[config.mk]
export PLATFORM = sky130hd
export DESIGN_NAME = mux_out_unloader
export DESIGN_NICKNAME = d
export VERILOG_FILES = /design/src/rtl/cryptopro_pkg.sv /design/src/rtl/mux_out_unloader.sv
export SDC_FILE = /design/constraint.sdc
export NUM_CORES = 2
export LEC_CHECK = 0
export CORE_AREA = 2 2 621 623
export DETAILED_ROUTE_END_ITERATION = 6
export DIE_AREA = 0 0 623 625
export HOLD_SLACK_MARGIN = 0.1
export SLEW_MARGIN = 20
export SYNTH_ARGS = -nofsm -noshare
export SYNTH_HDL_FRONTEND = slang
export SYNTH_SLANG_ARGS = --single-unit
[constraint.sdc]
create_clock -name clk -period 2 [get_ports clk]
set_input_delay 0.3 -clock clk [delete_from_list [all_inputs] [get_ports clk]]
set_output_delay 0.3 -clock clk [all_outputs]
set_load 0.005 [all_outputs]
[src/rtl/cryptopro_pkg.sv]
// Shared definitions for the datapath result path.
// Holds the result/word geometry and the two-state control encoding.
// The mux_in control decode uses the same encoding.
//   DW      result width in bits
//   WW      host word width in bits
//   NWORDS  beats per result (derived)
//   IDXW    width of a beat index
//   SW      width of the padded shift register (NWORDS*WW)
//   PADW    zero padding above the result inside the shift register
package cryptopro_pkg;

    localparam int DW     = 1506;
    localparam int WW     = 64;
    localparam int NWORDS = (DW + WW - 1) / WW;
    localparam int IDXW   = $clog2(NWORDS);
    localparam int SW     = NWORDS * WW;
    localparam int PADW   = SW - DW;

    typedef enum logic {
        IDLE = 1'b0,
        SEND = 1'b1
    } state_t;

endpackage

[src/rtl/mux_out_unloader.sv]
// mux_out_unloader
// Captures one DW-bit datapath result and streams it to the host LSW-first
// as NWORDS beats of WW bits over a valid/ready handshake.
// Ports:
//   clk        clock, rising edge
//   rst        synchronous reset, active-high
//   cap_valid  result on cap_data is valid
//   cap_ready  unloader can accept a result (high in IDLE)
//   cap_data   result to unload
//   abort      synchronous flush of the current unload
//   o_valid    o_word holds a valid beat
//   o_ready    host accepts the beat
//   o_word     current beat, LSW first; zero when o_valid is low
//   o_idx      index of current beat
//   o_last     current beat is the final one
//   busy       unload in progress
module mux_out_unloader
    import cryptopro_pkg::*;
(
    input  logic              clk,
    input  logic              rst,
    input  logic              cap_valid,
    output logic              cap_ready,
    input  logic [DW-1:0]     cap_data,
    input  logic              abort,
    output logic              o_valid,
    input  logic              o_ready,
    output logic [WW-1:0]     o_word,
    output logic [IDXW-1:0]   o_idx,
    output logic              o_last,
    output logic              busy
);

    state_t            state;
    state_t            state_next;
    logic [SW-1:0]     sreg;
    logic [IDXW-1:0]   idx;

    logic              capture;
    logic              beat_fire;
    logic              last_beat;

    // Abort outranks both the capture and the beat handshake.
    always_comb begin
        last_beat = (idx == IDXW'(NWORDS - 1));
        capture   = (state == IDLE) && cap_valid && !abort;
        beat_fire = (state == SEND) && o_ready && !abort;
    end

    // State register, shift register and beat index.
    // o_idx doubles as the beat counter, so no separate counter is kept.
    always_ff @(posedge clk) begin
        if (rst || abort) begin
            state <= IDLE;
            sreg  <= '0;
            idx   <= '0;
        end else begin
            state <= state_next;
            if (capture) begin
                sreg <= {{PADW{1'b0}}, cap_data};
                idx  <= '0;
            end else if (beat_fire) begin
                if (last_beat) begin
                    sreg <= '0;
                    idx  <= '0;
                end else begin
                    sreg <= sreg >> WW;
                    idx  <= idx + IDXW'(1);
                end
            end
        end
    end

    // Next-state logic.
    always_comb begin
        state_next = state;
        if (abort) begin
            state_next = IDLE;
        end else if (state == IDLE) begin
            if (cap_valid) begin
                state_next = SEND;
            end
        end else begin
            if (o_ready && last_beat) begin
                state_next = IDLE;
            end
        end
    end

    // Outputs. o_word is gated so it reads zero whenever no beat is offered.
    always_comb begin
        cap_ready = (state == IDLE);
        o_valid   = (state == SEND);
        busy      = (state == SEND);
        o_idx     = idx;
        o_last    = (state == SEND) && last_beat;
        o_word    = (state == SEND) ? sreg[WW-1:0] : '0;
    end

endmodule

==> impl_metrics.json <==
{
  "outcome": "complete, but fails checks",
  "violations": "design-rule violations, negative setup slack",
  "drt-vias-per-instance": 5.04,
  "finClkSkew_ns": 0.0853,
  "ys_warn_count": 0,
  "fin_tns_setup_ns": -421.32,
  "hold_class": "primary input to register",
  "crit_end": "o_word[11]",
  "synth.area.top_cells": "dfxtp_1, a31oi_1, o21ai_0, nand3_1, nand2_1",
  "ys_seq_elements": 1512,
  "critPathKind": "register to output port",
  "grt_max_degree": 124,
  "vias": 85200,
  "period_minus_slack_ns": 2.42,
  "grt_antenna_before_repair": 108,
  "grt_pass1_vias": 78400,
  "grt_setup_unrepaired": "yes",
  "synth_area_um2": 65700,
  "io_buffers": 1583,
  "reg2reg_from": "busy",
  "finalSetupViolCount": 1576,
  "io_pins": 1584,
  "finalNetCount": 13100,
  "cts.clk_slew.worst_paths_ns": 0.06,
  "wl_met3_um": 37700,
  "power_mw": 83.2,
  "timing.final.max_slew_violations": 0,
  "start_kind": "register",
  "ir_drop_v": 0.000704,
  "wl_met2_um": 214000,
  "worstPathRequired_ns": 1.70,
  "drc": 3,
  "drive_above_1_share_pct": 12.4,
  "synth_top_area_share_pct": 46.1,
  "rr_worst_depth": 11,
  "place_congestion": 0.949,
  "fp.dieW_um": 623,
  "power_density_nw_per_um2": 704,
  "synth-edff-count": 0,
  "grt_pass1_wl_um": 586000,
  "drt-pass1-iter-count": 7,
  "synth_most_common_cell": "dfxtp_1",
  "leakage_nw": 41.2,
  "dp_slack_ns": -0.773,
  "htreeDepth": 4,
  "die-area_um2": 389000,
  "start_util_pct": 17.1,
  "cts-root-buf": "clkbuf_16",
  "drt_iter0_markers": 10500,
  "avgRoutedWirePerCell_um": 27.2,
  "postRouteAntennaNets": 0,
  "core_um2": 384000,
  "maxSlewHeadroom_pct": 48.6,
  "grt.overflow.total": 0,
  "r2r_slack_ns": -0.40,
  "netlist_top_cells_count": "dfxtp_1, o21ai_0, nand2_1",
  "top_layer": "met5",
  "synth_ff_type": "dfxtp_1",
  "cts.path.max_buffers": 4,
  "n_fill_cell": 39400,
  "synth_cell_types": 27,
  "fin_ws_ns": -0.420,
  "crit_fanout": 5,
  "hold_viol_final": 0,
  "synth_area_leader_cell": "dfxtp_1",
  "synthCells": 8568,
  "crit_start": "busy",
  "syn_area_per_cell_um2": 7.67,
  "worst_skew_pair.late_latency_ns": 0.88,
  "cts_tree": "done",
  "period_share_pct": 121,
  "dp_hpwl_um": 323000,
  "fp.dieH_um": 625,
  "hold_slack_ns": 0.162,
  "ys_seq_area_share_pct": 46.1,
  "max_cap_viol_count": 0,
  "r2r_end": "sreg[595]",
  "end_kind": "output port",
  "routed_wl_um": 459000,
  "max_freq_ghz": 0.413,
  "area_growth_pct": 79.9,
  "cts_buffers": 178,
  "arrival_ns": 2.12,
  "synth_nets": 10100,
  "drt-met1-wl_um": 172000,
  "clock-sinks": 1512,
  "rows": 228,
  "worstMarginPinSlew_ns": 0.772,
  "grt_usage_pct": 20.8,
  "async_reset_ff_share_pct": 0
}
[state kept, by name (all words and copies together) (netlist names)]
| register | cells |
|---|---|
| sreg | 1506 |
| o_idx | 5 |
| busy | 1 |
[through the flow]
stage / cell area, um2 / util, % / instances
floorplan: 65700 / - / 8568
global placement: 90200 / 23.5 / 14800
detailed placement: 90200 / 23.5 / 14800
CTS: 112000 / 29.1 / 16600
global route: 118000 / 30.8 / 16900
finish: 118000 / 30.8 / 16900
[where the power goes]
part | internal (mW) | switching, mW
Combinational | 8.57 | 7.81
Clock | 19.0 | 14.5
Sequential | 31.7 | 1.64
[routing by layer]
metal / vias up / global-route usage, %
li1: 37300 / -
met1: 41000 / 24.7
met2: 5471 / 34.7
met3: 1349 / 3.49
met4: 42 / 13.0
met5: - / 0
[area by class of cell]
| class | count | area, um2 | area share (%) |
|---|---|---|---|
| repair buffers | 3860 | 43700 | 37.0 |
| multi-input cells | 6055 | 31900 | 27.0 |
| flip-flops and latches | 1512 | 30300 | 25.6 |
| well taps | 5060 | 6330 | 5.35 |
| clock buffers | 254 | 5070 | 4.29 |
| clock inverters | 57 | 716 | 0.605 |
| diodes | 85 | 213 | 0.180 |
| inverters | 2 | 7.51 | 0.00635 |
[critical path, stage by stage (launching register included)]
cell	delay, ns
dfxtp_4	0.50
buf_12	0.16
buf_12	0.11
buf_16	0.11
buf_12	0.12
and2_4	0.14
buf_6	0.09
[worst min-delay path by stage]
stage / cells past startpoint / slack, ns / end / from
after floorplan: 1 / 0.41 / busy / o_ready
after global placement: 2 / 0.46 / sreg[1118] / sreg[1182]
after detailed placement: 2 / 0.47 / sreg[1474] / sreg[1474]
after CTS: 3 / 0.10 / sreg[564] / cap_data[564]
after global routing: 3 / 0.11 / sreg[735] / cap_data[735]
final: 3 / 0.16 / sreg[437] / cap_data[437]
[cells in the final DEF, fill, tap and decap left out, types with 31 or more instances in the layout]
cell                n
a31oi_1          1383
nand3_2            44
clkbuf_16         292
buf_12            260
buf_4             333
o21ai_0          1439
dlygate4sd3_1    1404
dfxtp_1          1509
diode_2            85
buf_6             111
nand2_2            38
a21oi_1            67
clkdlybuf4s50_1  1511
buf_16             68
nand3_1          1390
o21ai_1            44
buf_8              36
and2_4             53
clkbuf_8           31
nand2_1          1462
clkbuf_1           44
a31oi_4            43
[cell families (layout without fill, tap and decap cells)]
group | Yosys count | count (layout) | share of synthesized area [%]
AO/OA/AOI/OAI | 3020 | 3020 | 25.7
XOR/XNOR | 1 | 1 | 0.0133
adder cells (fa/ha/maj) | 1 | 1 | 0.0190
buffers and inverters | 1001 | 4173 | 7.75
flip-flops | 1512 | 1512 | 46.1
multiplexers | 3 | 3 | 0.0476
other | 0 | 85 | 0
AND/OR/NAND/NOR | 3030 | 3030 | 20.4
[repair_timing]
action                                   CTS  global route
cloned                                    23           136
hold endpoints to repair                1403             0
endpoints found under the setup margin   971          1576
pin swaps                                 25            76
resized for setup                        313           609
setup buffers                             42            84
hold buffers                            1404             0
(Power assumes the default switching activity.)
